**src/rtl/keycode_report_packer.sv**
```systemverilog
// keycode_report_packer: turns a stream of key press/release events into a
// 4-slot keyboard report (keycode = slot1:slot0, keycode0 = slot3:slot2).
// Held keys stay in press order, and a release compacts the slots behind it.
// Optional feature macro: KEYCODE_ROLLOVER_EN (phantom 0x01 reporting while
// more than four keys are held).
module keycode_report_packer #(
  parameter int NSLOT = 4
) (
  input  logic        Clk,
  input  logic        Reset,
  input  logic        ev_valid,
  output logic        ev_ready,
  input  logic [7:0]  ev_code,
  input  logic        ev_press,
  output logic [15:0] keycode,
  output logic [15:0] keycode0,
  output logic        report_update,
  output logic        rollover,
  output logic [2:0]  key_count
);

  typedef enum logic [1:0] {IDLE, COMPACT, PUBLISH} state_t;

  state_t      state_q, state_d;
  logic [7:0]  slot_q [4];
  logic [7:0]  slot_d [4];
  logic [2:0]  cnt_q, cnt_d;
  logic [2:0]  ovf_q, ovf_d;
  logic [1:0]  idx_q, idx_d;
  logic        hit;
  logic [1:0]  hit_idx;
  logic [15:0] pub_lo, pub_hi;

  // Locate the event code among the occupied slots (lowest index wins)
  always_comb begin
    hit     = 1'b0;
    hit_idx = 2'd0;
    for (int i = 0; i < 4; i++) begin
      if (!hit && (3'(i) < cnt_q) && (slot_q[i] == ev_code)) begin
        hit     = 1'b1;
        hit_idx = 2'(i);
      end
    end
  end

  // Next-state and slot bookkeeping for the IDLE/COMPACT/PUBLISH controller
  always_comb begin
    state_d = state_q;
    cnt_d   = cnt_q;
    ovf_d   = ovf_q;
    idx_d   = idx_q;
    for (int i = 0; i < 4; i++) slot_d[i] = slot_q[i];
    ev_ready = (state_q == IDLE);

    case (state_q)
      IDLE: begin
        if (ev_valid) begin
          if (ev_press) begin
            if ((ev_code == 8'h00) || hit) begin
              state_d = IDLE;
            end else if (cnt_q < 3'(NSLOT)) begin
              slot_d[cnt_q[1:0]] = ev_code;
              cnt_d              = cnt_q + 3'd1;
              state_d            = PUBLISH;
            end else begin
`ifdef KEYCODE_ROLLOVER_EN
              if (ovf_q != 3'd7) ovf_d = ovf_q + 3'd1;
              state_d = PUBLISH;
`else
              state_d = IDLE;
`endif
            end
          end else begin
            if (hit) begin
              idx_d   = hit_idx;
              state_d = COMPACT;
            end else begin
`ifdef KEYCODE_ROLLOVER_EN
              if (ovf_q != 3'd0) begin
                ovf_d   = ovf_q - 3'd1;
                state_d = PUBLISH;
              end
`else
              state_d = IDLE;
`endif
            end
          end
        end
      end
      COMPACT: begin
        // Shift one slot down per cycle; the last occupied slot is cleared
        if ({1'b0, idx_q} < (cnt_q - 3'd1)) begin
          slot_d[idx_q] = slot_q[idx_q + 2'd1];
          idx_d         = idx_q + 2'd1;
        end else begin
          slot_d[idx_q] = 8'h00;
          cnt_d         = cnt_q - 3'd1;
          state_d       = PUBLISH;
        end
      end
      PUBLISH: state_d = IDLE;
      default: state_d = IDLE;
    endcase
  end

  // Report words to publish: phantom 0x01 bytes while overflowed, else slots
  always_comb begin
    pub_lo = {slot_q[1], slot_q[0]};
    pub_hi = {slot_q[3], slot_q[2]};
`ifdef KEYCODE_ROLLOVER_EN
    if (ovf_q != 3'd0) begin
      pub_lo = 16'h0101;
      pub_hi = 16'h0101;
    end
`endif
  end

  // State, slot storage and published report registers
  always_ff @(posedge Clk) begin
    if (Reset) begin
      state_q       <= IDLE;
      for (int i = 0; i < 4; i++) slot_q[i] <= 8'h00;
      cnt_q         <= 3'd0;
      ovf_q         <= 3'd0;
      idx_q         <= 2'd0;
      keycode       <= 16'h0000;
      keycode0      <= 16'h0000;
      report_update <= 1'b0;
      rollover      <= 1'b0;
    end else begin
      state_q       <= state_d;
      for (int i = 0; i < 4; i++) slot_q[i] <= slot_d[i];
      cnt_q         <= cnt_d;
      ovf_q         <= ovf_d;
      idx_q         <= idx_d;
      report_update <= (state_q == PUBLISH);
      if (state_q == PUBLISH) begin
        keycode  <= pub_lo;
        keycode0 <= pub_hi;
`ifdef KEYCODE_ROLLOVER_EN
        rollover <= (ovf_q != 3'd0);
`else
        rollover <= 1'b0;
`endif
      end
    end
  end

  assign key_count = cnt_q;

endmodule
```
**config.mk**
```make
export PLATFORM = sky130hd
export DESIGN_NAME = keycode_report_packer
export DESIGN_NICKNAME = d
export VERILOG_FILES = /design/src/rtl/keycode_report_packer.sv
export SDC_FILE = /design/constraint.sdc
export NUM_CORES = 1
export LEC_CHECK = 0
export ABC_AREA = 1
export CORE_MARGIN = 1
export CORE_UTILIZATION = 36
export CTS_CLUSTER_DIAMETER = 40
export CTS_CLUSTER_SIZE = 20
export DETAILED_ROUTE_END_ITERATION = 6
export PLACE_DENSITY_LB_ADDON = 0.3
export SLEW_MARGIN = 20
export SYNTH_ARGS = -nofsm -noshare
export SYNTH_HDL_FRONTEND = slang
export SYNTH_SLANG_ARGS = --single-unit
```
**constraint.sdc**
```tcl
create_clock -name Clk -period 2.7 [get_ports Clk]
set_input_delay 0.54 -clock Clk [delete_from_list [all_inputs] [get_ports Clk]]
set_output_delay 0.54 -clock Clk [all_outputs]
set_load 0.02 [all_outputs]
```
# After elaboration in Yosys (flattened, before gate mapping)

Memory sizes are Yosys's and may differ from the RTL's.
Cells that the tools add are included.

Word-level logic and storage cells: 105
Memories: 1
Register bits: 40
Bits in writable memories: 32
Input port bits: 12

$add $sub $neg: 3
Equality and inequality tests: 14
Bitwise operators: 8
Reduce and logical (&&, ||, !) cells: 19
Multiplexer cells: 44
$lt $le $gt $ge: 10

Memory list:

| memory | words | width | read ports | clocked after Yosys merged registers in | write ports | RTL line | source |
|---|---|---|---|---|---|---|---|
| slot_q | 4     | 8     | 5          | 0                                       | 4           | 25       | `logic [7:0] slot_q [4];` |

Operators with widths:

| operator             | number |
|---|---|
| $mux W32             | 5 |
| $bwmux W32           | 2 |
| $pmux W32 S2         | 1 |
| $mux W8              | 6 |
| $and A32 B32 Y32     | 1 |
| $demux W8 S2         | 2 |
| $eq A8 B8 Y1         | 4 |
| $not A32 Y32         | 1 |
| $mux W2              | 11 |
| $mux W3              | 5 |
| $ne A2 B2 Y1 const B | 5 |
| $logic_and A1 B1 Y1  | 9 |
| $mux W1              | 9 |
| $logic_not A8 Y1     | 1 |
| $pmux W2 S2          | 2 |
| $ge A3 B3 Y1 const B | 2 |
| $lt A1 B3 Y1 const A | 2 |
| $lt A2 B3 Y1 const A | 2 |
| $lt A3 B1 Y1 const B | 2 |
| $ne A2 B1 Y1 const B | 3 |
| $not A2 Y3           | 2 |
| $pmux W3 S2          | 1 |
| $reduce_and A6 Y1    | 1 |
| $reduce_and A5 Y1    | 1 |
| other kinds (13)     | 18 |

# Logic depth before layout (Yosys ltp)

Gate-level depths: netlist of run 1.
An unclocked memory read counts as a cell.

Word-level depth: 22
Mapped depth: 15
Gate-level depth less buffers: 14

# Least setup slack after synthesis of run 1

No wires, ideal clock.

Kind: reg2reg
Start: register cnt_q[0] (netlist: key_count[0])
End: memory slot_q[0][1]
Clock period less this slack: 2403 ps
Stages on the path, launching flop included: 14
Buffers on the path: 0
Arrival time: 2293 ps
Slack: 297 ps
Required time: 2590 ps
Cells stage by stage: dfxtp_1 > inv_1 > ha_1 > ha_1 > o21ai_1 > nand2_1 > nand2_1 > nand2_1 > o22ai_1 > clkinv_1 > nand3_2 > nand2_1 > inv_1 > nor2_1

RTL lines:

| item                   | RTL line | source |
|---|---|---|
| start, declared        | 27       | `logic [2:0] cnt_q, cnt_d;` |
| start signal, assigned | 133      | `cnt_q <= cnt_d;` |
| end, declared          | 25       |  |

==> results of run 1 <==
[metrics by stage]
step / hold slack (ns) / cells / TNS [ns]
finish: 0.5306 / 1017 / 0
global route: 0.5613 / 1017 / 0
CTS: 0.5386 / 1017 / 0
detailed placement: 0.5254 / 1001 / -0.8735
global placement: 0.5199 / 1001 / -0.6932
floorplan: 0.4442 / 785 / 0
[sequential cells by signal (all words and copies together), names as in the netlist]
register,cells
slot_q,32
keycode0,16
keycode,16
key_count,3
idx_q,2
state_q,2
report_update,1
[worst max-delay path by stage]
stage                       from           end  cells after the start  slack [ns]
floorplan           key_count[0]  slot_q[0][1]                     13        0.30
global placement      ev_code[7]  slot_q[0][0]                     15       -0.06
detailed placement    ev_code[7]  slot_q[1][6]                     15       -0.05
CTS                 key_count[0]  slot_q[2][0]                     14        0.26
global route        key_count[0]  slot_q[1][5]                     15        0.04
finish                ev_code[7]  slot_q[3][4]                     15        0.23
[critical path: stages]
cell,delay (ns)
sky130_fd_sc_hd__clkdlybuf4s50_1,0.70
sky130_fd_sc_hd__inv_2,0.17
sky130_fd_sc_hd__nand2_1,0.10
sky130_fd_sc_hd__nand2_1,0.05
sky130_fd_sc_hd__nand2_1,0.08
sky130_fd_sc_hd__nor2_1,0.07
sky130_fd_sc_hd__nand2_2,0.06
sky130_fd_sc_hd__nor2_2,0.04
sky130_fd_sc_hd__nor2_2,0.14
sky130_fd_sc_hd__nand3_2,0.11
sky130_fd_sc_hd__nand2_4,0.20
sky130_fd_sc_hd__nand3_2,0.23
sky130_fd_sc_hd__nand2_1,0.12
sky130_fd_sc_hd__clkinv_1,0.06
sky130_fd_sc_hd__nor2_1,0.10
[power breakdown]
group          switching, uW  total, uW  internal, uW
combinational            314        499           186
clock                    484       1110           624
sequential              33.7       1150          1110
total                    832       2750          1920
[routing by layer]
metal / vias up / GRT usage [%] / part of all wire [%]
li1: 2625 / - / -
met1: 2334 / 32.77 / 46
met2: 205 / 38.11 / 43
met3: 41 / 6.124 / 7.8
met4: 0 / 13.33 / 3.4
met5: - / 0 / 0
[final cells by class]
cell class                      count  area [um2]  share of cell area, %
Sequential cell                    72        1441                  25.03
Clock buffer                       10       229.0                  3.977
Tap cell                          172       215.2                  3.738
Multi-Input combinational cell    577        2719                  47.22
Timing Repair Buffer               80       733.2                  12.73
Inverter                          100       375.4                  6.519
Clock inverter                      6       45.04                 0.7823
[logic make-up (layout without fill, tap and decap cells)]
group,count (synthesis),count (layout),share of synthesized area [%]
AO/OA/AOI/OAI,146,146,15.66
XOR/XNOR,11,11,2.044
adder cells (fa/ha/maj),10,10,2.654
buffers and inverters,136,196,11.97
flip-flops,72,72,30.57
other,1,1,0.07954
AND/OR/NAND/NOR,409,409,37.02
[layout by cell type, fill, tap and decap left out]
cell type,netlist,routed
sky130_fd_sc_hd__nor2_1,64,62
sky130_fd_sc_hd__clkdlybuf4s50_1,0,48
sky130_fd_sc_hd__nor3b_1,1,1
sky130_fd_sc_hd__nor2_4,0,1
sky130_fd_sc_hd__clkinv_1,14,15
sky130_fd_sc_hd__inv_2,10,10
sky130_fd_sc_hd__o21ai_0,84,84
sky130_fd_sc_hd__nand3_1,42,42
sky130_fd_sc_hd__nand2_4,1,1
sky130_fd_sc_hd__clkinv_2,0,1
sky130_fd_sc_hd__clkinv_4,0,1
sky130_fd_sc_hd__nand3_2,5,5
sky130_fd_sc_hd__a21oi_1,55,55
sky130_fd_sc_hd__nand2_1,249,249
sky130_fd_sc_hd__dfxtp_1,72,72
sky130_fd_sc_hd__buf_4,2,31
sky130_fd_sc_hd__nor4_1,2,2
sky130_fd_sc_hd__o22ai_1,4,4
sky130_fd_sc_hd__a211oi_1,1,1
sky130_fd_sc_hd__clkbuf_1,21,1
sky130_fd_sc_hd__inv_6,0,1
sky130_fd_sc_hd__buf_12,0,1
sky130_fd_sc_hd__nor2_2,9,10
sky130_fd_sc_hd__conb_1,1,1
sky130_fd_sc_hd__nand4_1,33,33
sky130_fd_sc_hd__clkinvlp_4,0,3
sky130_fd_sc_hd__clkbuf_16,0,9
sky130_fd_sc_hd__xor2_1,3,3
sky130_fd_sc_hd__nand2_2,1,1
sky130_fd_sc_hd__nor3_1,2,2
sky130_fd_sc_hd__ha_1,10,10
sky130_fd_sc_hd__inv_1,76,75
sky130_fd_sc_hd__xnor2_1,8,8
sky130_fd_sc_hd__o21ai_1,2,2
==> impl_results.rst, run 1 <==
.. list-table::
   :header-rows: 1

   * - Metric
     - Value
   * - Area added between synthesis and finish
     - 22.13%
   * - Final worst-path cycle share
     - 91.32%
   * - Area leader, netlist
     - sky130_fd_sc_hd__dfxtp_1
   * - Fin area
     - 0.005758 mm2
   * - Top fanout value on the critical path
     - 15
   * - Proportion of netlist area held by the largest area contributor
     - 30.57%
   * - Width of the die
     - 116.4 um
   * - Run status
     - complete, no violations
   * - Root buf cell
     - sky130_fd_sc_hd__clkbuf_16
   * - Final-stage net count
     - 862
   * - Gate count of the mapped netlist
     - 785
   * - Hold_sp
     - slot_q[1][5]
   * - Inserted Clock Buffers
     - 9
   * - Port Buffers
     - 48
   * - Insertion delay of the later-clocked pin in the worst-skew pair
     - 0.35 ns
   * - Hold Crit Class
     - flip-flop to flip-flop
   * - Number of buffers inserted for hold repair after clock tree synthesis
     - 0
   * - Number of max-slew violations in the final report
     - 0
   * - 1st-pass router iterations
     - 5
   * - Hold Path Stages
     - 2
   * - Worst hold path endpoint
     - keycode[13]
   * - Core footprint
     - 0.01267 mm2
   * - Final Hold Fails
     - 0
   * - Power density over cell area
     - 478.2 mW/mm2
   * - Smallest setup slack after layout
     - 0.2345 ns
   * - Number of filler instances in the final layout
     - 1372
   * - I/O pins
     - 50
   * - Category of the most critical setup path
     - primary input to flip-flop
   * - Worst endpoint data arrival time
     - 2.75 ns
   * - Die ar.
     - 0.01356 mm2
   * - Count of cells resized by post-cts repair
     - 0
   * - CTS tree
     - built
   * - Synthesized area divided by synthesized cell count
     - 6.006 um2
   * - Global-route wire length before repair
     - 25.43 mm
   * - Endpoint kind of the worst setup timing path
     - flip-flop
   * - H-tree Lvls
     - 3
   * - Slew headroom
     - 63.89%
   * - Ratio of cells with drive above 1 in the final layout
     - 8.876%
   * - Area of the mapped netlist
     - 0.004715 mm2
   * - Avg Vias per Cell
     - 5.118
   * - Die height
     - 116.4 um
   * - Post-synth top cells
     - 249 x sky130_fd_sc_hd__nand2_1, 84 x sky130_fd_sc_hd__o21ai_0, 76 x sky130_fd_sc_hd__inv_1, 72 x sky130_fd_sc_hd__dfxtp_1, 64 x sky130_fd_sc_hd__nor2_1
   * - HPWL reported at the end of detailed placement
     - 11.53 mm
   * - Total wirelength of the detailed-routed design
     - 16.15 mm
   * - Register clock-pin slew on the reported worst setup and hold paths
     - 0.06 ns
   * - Final period demand of the worst path
     - 2.466 ns
   * - Top cells by area in the synthesized netlist
     - sky130_fd_sc_hd__dfxtp_1 31%, sky130_fd_sc_hd__nand2_1 20%, sky130_fd_sc_hd__o21ai_0 8.9%
   * - Clock tree sinks
     - 72
   * - Drt wl/cell
     - 15.88 um
   * - Total power
     - 2754 uW
   * - Utilization after layout
     - 45.44%
   * - Reg-to-reg startpoint
     - key_count[0]
   * - Async set-reset flop share out of synthesis
     - 0%
   * - Transition time of the tightest slew-check pin
     - 0.5417 ns
   * - Count of max-cap constraint violations
     - 0
   * - Instance area after placement
     - 0.005482 mm2
   * - Placement Rows
     - 41
   * - Worst supply voltage drop on vdd
     - 428.5 uV
   * - Yosys warns
     - 0
   * - Post-synthesis net count
     - 807
   * - Global-route total usage across every layer
     - 25.10%
   * - Leakage
     - 0.002389 uW
   * - Antenna cells
     - 0
   * - Distinct cell type count after synthesis
     - 30
   * - Antenna violations before repair
     - 0
   * - DRC violations left
     - 0
   * - First-iteration detailed-routing DRC count
     - 501
   * - Most instantiated library cell after synthesis
     - sky130_fd_sc_hd__nand2_1
   * - Depth of the worst register-to-register path
     - 15
   * - Worst clock skew
     - 0.008339 ns
   * - Aggregate global routing overflow
     - 0
   * - Placer congestion estimate
     - 0.9494
   * - Total via count after detailed routing
     - 5205
   * - Worst reg-to-reg setup slack
     - 0.25 ns
   * - Endpoints failing setup
     - 0
   * - Number of nets with antenna violations after detailed routing
     - 0
   * - Starting utilization of the core area
     - 37.21%
   * - Post-CTS setup buffer count
     - 0
   * - Setup repair after global routing missed its margin
     - false
   * - Count of state elements after synthesis
     - 72
   * - Endpoint of the most critical register-to-register path
     - slot_q[0][6]
   * - Data required time of the worst path
     - 2.98 ns
   * - Max Freq
     - 405.6 MHz
   * - Vias in the first global route
     - 4799
   * - Most instantiated flip-flop cell in the synthesis netlist
     - sky130_fd_sc_hd__dfxtp_1
   * - Maximum clock path buffer count
     - 2
   * - Post-placement worst setup slack
     - -0.05497 ns
   * - Critical path startpoint category
     - primary input
   * - Post-synth EDFFs
     - 0
   * - Sequential element share of the synthesized area
     - 30.57%
   * - Maximum number of pins on one net before global-route repair
     - 67
Note: power is estimated with default switching activity, not from simulation.
==> inputs of run 2 (changes only) <==
- HOLD_SLACK_MARGIN: not set -> 0.1
==> results of run 2 <==
No change in the layout: final DEF, timing and power equal those of run 1.
==> inputs of run 3 (changes only) <==
- CELL_PAD_IN_SITES_DETAIL_PLACEMENT: not set -> 2
- CELL_PAD_IN_SITES_GLOBAL_PLACEMENT: not set -> 2
- CORE_UTILIZATION: 36 -> 30
- CTS_CLUSTER_SIZE: 20 -> not set
- SLEW_MARGIN: 20 -> not set
==> run 3 against run 2 <==
  * Clock power grew 32%
  * Via count increased by 7.3%
  * Wire length grew 38%
  * Sequential power hardly changed
  * Utilization decreased by 5.8 points
  * Clock-buffer cell count increased by 1
  * Clock skew down 0.0014 ns
  * Power grew 15%
  * Worst hold slack improved by 0.015 ns
  * Critical path depth unchanged
  * Highest routed layer unchanged
==> impl_results.rst, run 3 (synthesis results as in run 1) <==
.. list-table::
   :header-rows: 1

   * - Metric
     - Value
   * - Run status
     - complete, no violations (unchanged)
   * - Depth of the worst register-to-register path
     - 15 (unchanged)
   * - Instance area after placement
     - 0.005658 mm2 (was 0.005482 mm2)
   * - Category of the most critical setup path
     - flip-flop to flip-flop (was primary input to flip-flop)
   * - Worst supply voltage drop on vdd
     - 320.2 uV (was 428.5 uV)
   * - Starting utilization of the core area
     - 30.90% (was 37.21%)
   * - Insertion delay of the later-clocked pin in the worst-skew pair
     - 0.35 ns (about the same)
   * - Non-filler instance count after layout
     - 1068 (was 1017)
   * - Data required time of the worst path
     - 2.99 ns (was 2.98 ns)
   * - Slew headroom
     - 50.09% (was 63.89%)
   * - Global-route total usage across every layer
     - 28.51% (was 25.10%)
   * - Count of max-cap constraint violations
     - 0 (unchanged)
   * - Avg Vias per Cell
     - 5.229 (was 5.118)
   * - Hold Path Stages
     - 2 (unchanged)
   * - Fin area
     - 0.006042 mm2 (was 0.005758 mm2)
   * - Top fanout value on the critical path
     - 8 (was 15)
   * - Antenna violations before repair
     - 0 (unchanged)
   * - Most frequent cells in the layout
     - 249 x sky130_fd_sc_hd__nand2_1, 84 x sky130_fd_sc_hd__o21ai_0, 75 x sky130_fd_sc_hd__inv_1 (unchanged)
   * - Maximum number of pins on one net before global-route repair
     - 67 (unchanged)
   * - Register with the most flip-flops
     - slot_q (unchanged)
   * - DRC violations left
     - 0 (unchanged)
   * - Worst endpoint data arrival time
     - 2.85 ns (was 2.75 ns)
   * - HPWL reported at the end of detailed placement
     - 16.24 mm (was 11.53 mm)
   * - CTS tree
     - built (unchanged)
   * - Total via count after detailed routing
     - 5585 (was 5205)
   * - Final worst-path cycle share
     - 94.97% (was 91.32%)
   * - First-iteration detailed-routing DRC count
     - 293 (was 501)
   * - Fin Hold WS
     - 0.5454 ns (was 0.5306 ns)
   * - Width of the die
     - 127.4 um (was 116.4 um)
   * - 1st-pass router iterations
     - 4 (was 5)
   * - Setup repair after global routing missed its margin
     - true (was false)
   * - Drt wl/cell
     - 20.87 um (was 15.88 um)
   * - Die height
     - 127.4 um (was 116.4 um)
   * - Endpoints failing setup
     - 0 (unchanged)
   * - Global-route layer with the greatest usage
     - met2 (unchanged)
   * - Max reg flops
     - 32 (unchanged)
   * - Number of max-slew violations in the final report
     - 0 (unchanged)
   * - I/O pins
     - 50 (unchanged)
   * - Total wirelength of the detailed-routed design
     - 22.29 mm (was 16.15 mm)
   * - Clock tree sinks
     - 72 (unchanged)
   * - Global-route wire length before repair
     - 34.38 mm (was 25.43 mm)
   * - Leading cell type in the layout, fill and taps excluded
     - sky130_fd_sc_hd__nand2_1 (unchanged)
   * - Final-stage net count
     - 874 (was 862)
   * - Antenna cells
     - 0 (unchanged)
   * - Post-CTS setup buffer count
     - 0 (unchanged)
   * - Placer congestion estimate
     - 0.9390 (was 0.9494)
   * - Leakage
     - 0.002536 uW (was 0.002389 uW)
   * - Max Freq
     - 390.0 MHz (was 405.6 MHz)
   * - Grt met1 use
     - 35.37% (was 32.77%)
   * - Final Hold Fails
     - 0 (unchanged)
   * - Die ar.
     - 0.01622 mm2 (was 0.01356 mm2)
   * - Hold Crit Class
     - flip-flop to flip-flop (unchanged)
   * - Worst clock skew
     - 0.006912 ns (was 0.008339 ns)
   * - Number of nets with antenna violations after detailed routing
     - 0 (unchanged)
   * - Largest regs
     - slot_q: 32 flops, keycode0: 16 flops, keycode: 16 flops (unchanged)
   * - Number of buffers inserted for hold repair after clock tree synthesis
     - 0 (unchanged)
   * - Maximum clock path buffer count
     - 2 (unchanged)
   * - Core footprint
     - 0.01526 mm2 (was 0.01267 mm2)
   * - Ratio of cells with drive above 1 in the final layout
     - 10.74% (was 8.876%)
   * - Vias in the first global route
     - 6039 (was 4799)
   * - Endpoint kind of the worst setup timing path
     - flip-flop (unchanged)
   * - Area added between synthesis and finish
     - 28.16% (was 22.13%)
   * - Inserted Clock Buffers
     - 9 (unchanged)
   * - Number of cells in the design after placement
     - 1052 (was 1001)
   * - Root buf cell
     - sky130_fd_sc_hd__clkbuf_16 (unchanged)
   * - Placement Rows
     - 45 (was 41)
   * - Transition time of the tightest slew-check pin
     - 0.7469 ns (was 0.5417 ns)
   * - GR met2 Demand/Resource
     - 48.86% (was 38.11%)
   * - Register clock-pin slew on the reported worst setup and hold paths
     - 0.06 ns (about the same)
   * - Port Buffers
     - 48 (unchanged)
   * - Power density over cell area
     - 524.5 mW/mm2 (was 478.2 mW/mm2)
   * - H-tree Lvls
     - 3 (unchanged)
   * - Number of filler instances in the final layout
     - 1895 (was 1372)
   * - Critical path startpoint category
     - flip-flop (was primary input)
   * - Aggregate global routing overflow
     - 0 (unchanged)
   * - GRT met3 Usage
     - 4.564% (was 6.124%)
   * - Final period demand of the worst path
     - 2.564 ns (was 2.466 ns)
==> run 3: cell count changes in the layout (fill, tap and decap cells not counted), moves of 2 or more <==
cell | before | now
sky130_fd_sc_hd__clkinv_1 | 15 | 11
sky130_fd_sc_hd__nor2_4 | 1 | 3
sky130_fd_sc_hd__clkinvlp_4 | 3 | 1
sky130_fd_sc_hd__clkbuf_8 | 0 | 2
sky130_fd_sc_hd__bufinv_16 | 0 | 3
sky130_fd_sc_hd__inv_2 | 10 | 13
sky130_fd_sc_hd__buf_4 | 31 | 40
sky130_fd_sc_hd__buf_12 | 1 | 4
sky130_fd_sc_hd__nor2_2 | 10 | 7
==> run 3: layout make-up <==
| class | instances | area (um2) | area share, % |
|---|---|---|---|
| tap | 211 | 264.0 | 4.369 |
| timing repair buffer | 92 | 863.3 | 14.29 |
| clock buffer | 11 | 252.7 | 4.183 |
| clock inverter | 5 | 102.6 | 1.698 |
| sequential | 72 | 1441 | 23.86 |
| inverter | 100 | 376.6 | 6.233 |
| multi-input combinational | 577 | 2741 | 45.37 |
==> run 3: timing repair <==
action,4_1_cts,5_1_grt
resized for setup,1,8
setup endpoints to repair,2,32
hold endpoints to repair,0,0
==> run 3: critical path, stage by stage, from the launching register on <==
cell and delay (ns):
sky130_fd_sc_hd__dfxtp_1 0.34, sky130_fd_sc_hd__inv_1 0.12, sky130_fd_sc_hd__ha_1 0.36, sky130_fd_sc_hd__ha_1 0.29
sky130_fd_sc_hd__o21ai_1 0.08, sky130_fd_sc_hd__nand2_1 0.06, sky130_fd_sc_hd__nand2_1 0.08, sky130_fd_sc_hd__buf_4 0.16
sky130_fd_sc_hd__inv_1 0.16, sky130_fd_sc_hd__nor2_2 0.31, sky130_fd_sc_hd__nand2_1 0.10, sky130_fd_sc_hd__nand3_1 0.10
sky130_fd_sc_hd__nand2_1 0.06, sky130_fd_sc_hd__nand4_1 0.11, sky130_fd_sc_hd__nand2_1 0.08, sky130_fd_sc_hd__nor2_1 0.10
==> run 3: where the power goes <==
group	internal [uW]	switching [uW]	total [uW]
Sequential	1110	37.7	1150
Combinational	202	360	562
Clock	952	505	1460
==> run 3: layer usage <==
layer	wire [um]	share of wire (%)
met2	10800	48
met3	837	3.8
met5	0	0
met4	727	3.3
met1	9928	45
==> run 3: per-stage QoR <==
| step | setup TNS, ns | power (uW) | utilization (%) | setup slack, ns |
|---|---|---|---|---|
| after floorplan | 0 | 1467 | - | 0.2973 |
| after global placement | -5.323 | 1699 | 37.08 | -0.2181 |
| after detailed placement | -8.364 | 1722 | 37.08 | -0.3330 |
| after CTS | 0 | 3200 | 39.42 | 0.02247 |
| after global routing | -0.2870 | 3280 | 39.60 | -0.05725 |
| final | 0 | 3169 | 39.60 | 0.1359 |
==> run 3: path summary, 6_finish.rpt <==
| path | slack, ns | endpoint | from |
|---|---|---|---|
| setup / recovery | 0.14 | slot_q[1][5] | key_count[0] |
| hold / removal | 0.55 | keycode0[9] | keycode0[9] |
| setup reg to reg | 0.14 | slot_q[1][5] | key_count[0] |
| hold reg to reg | 0.55 | keycode0[9] | keycode0[9] |
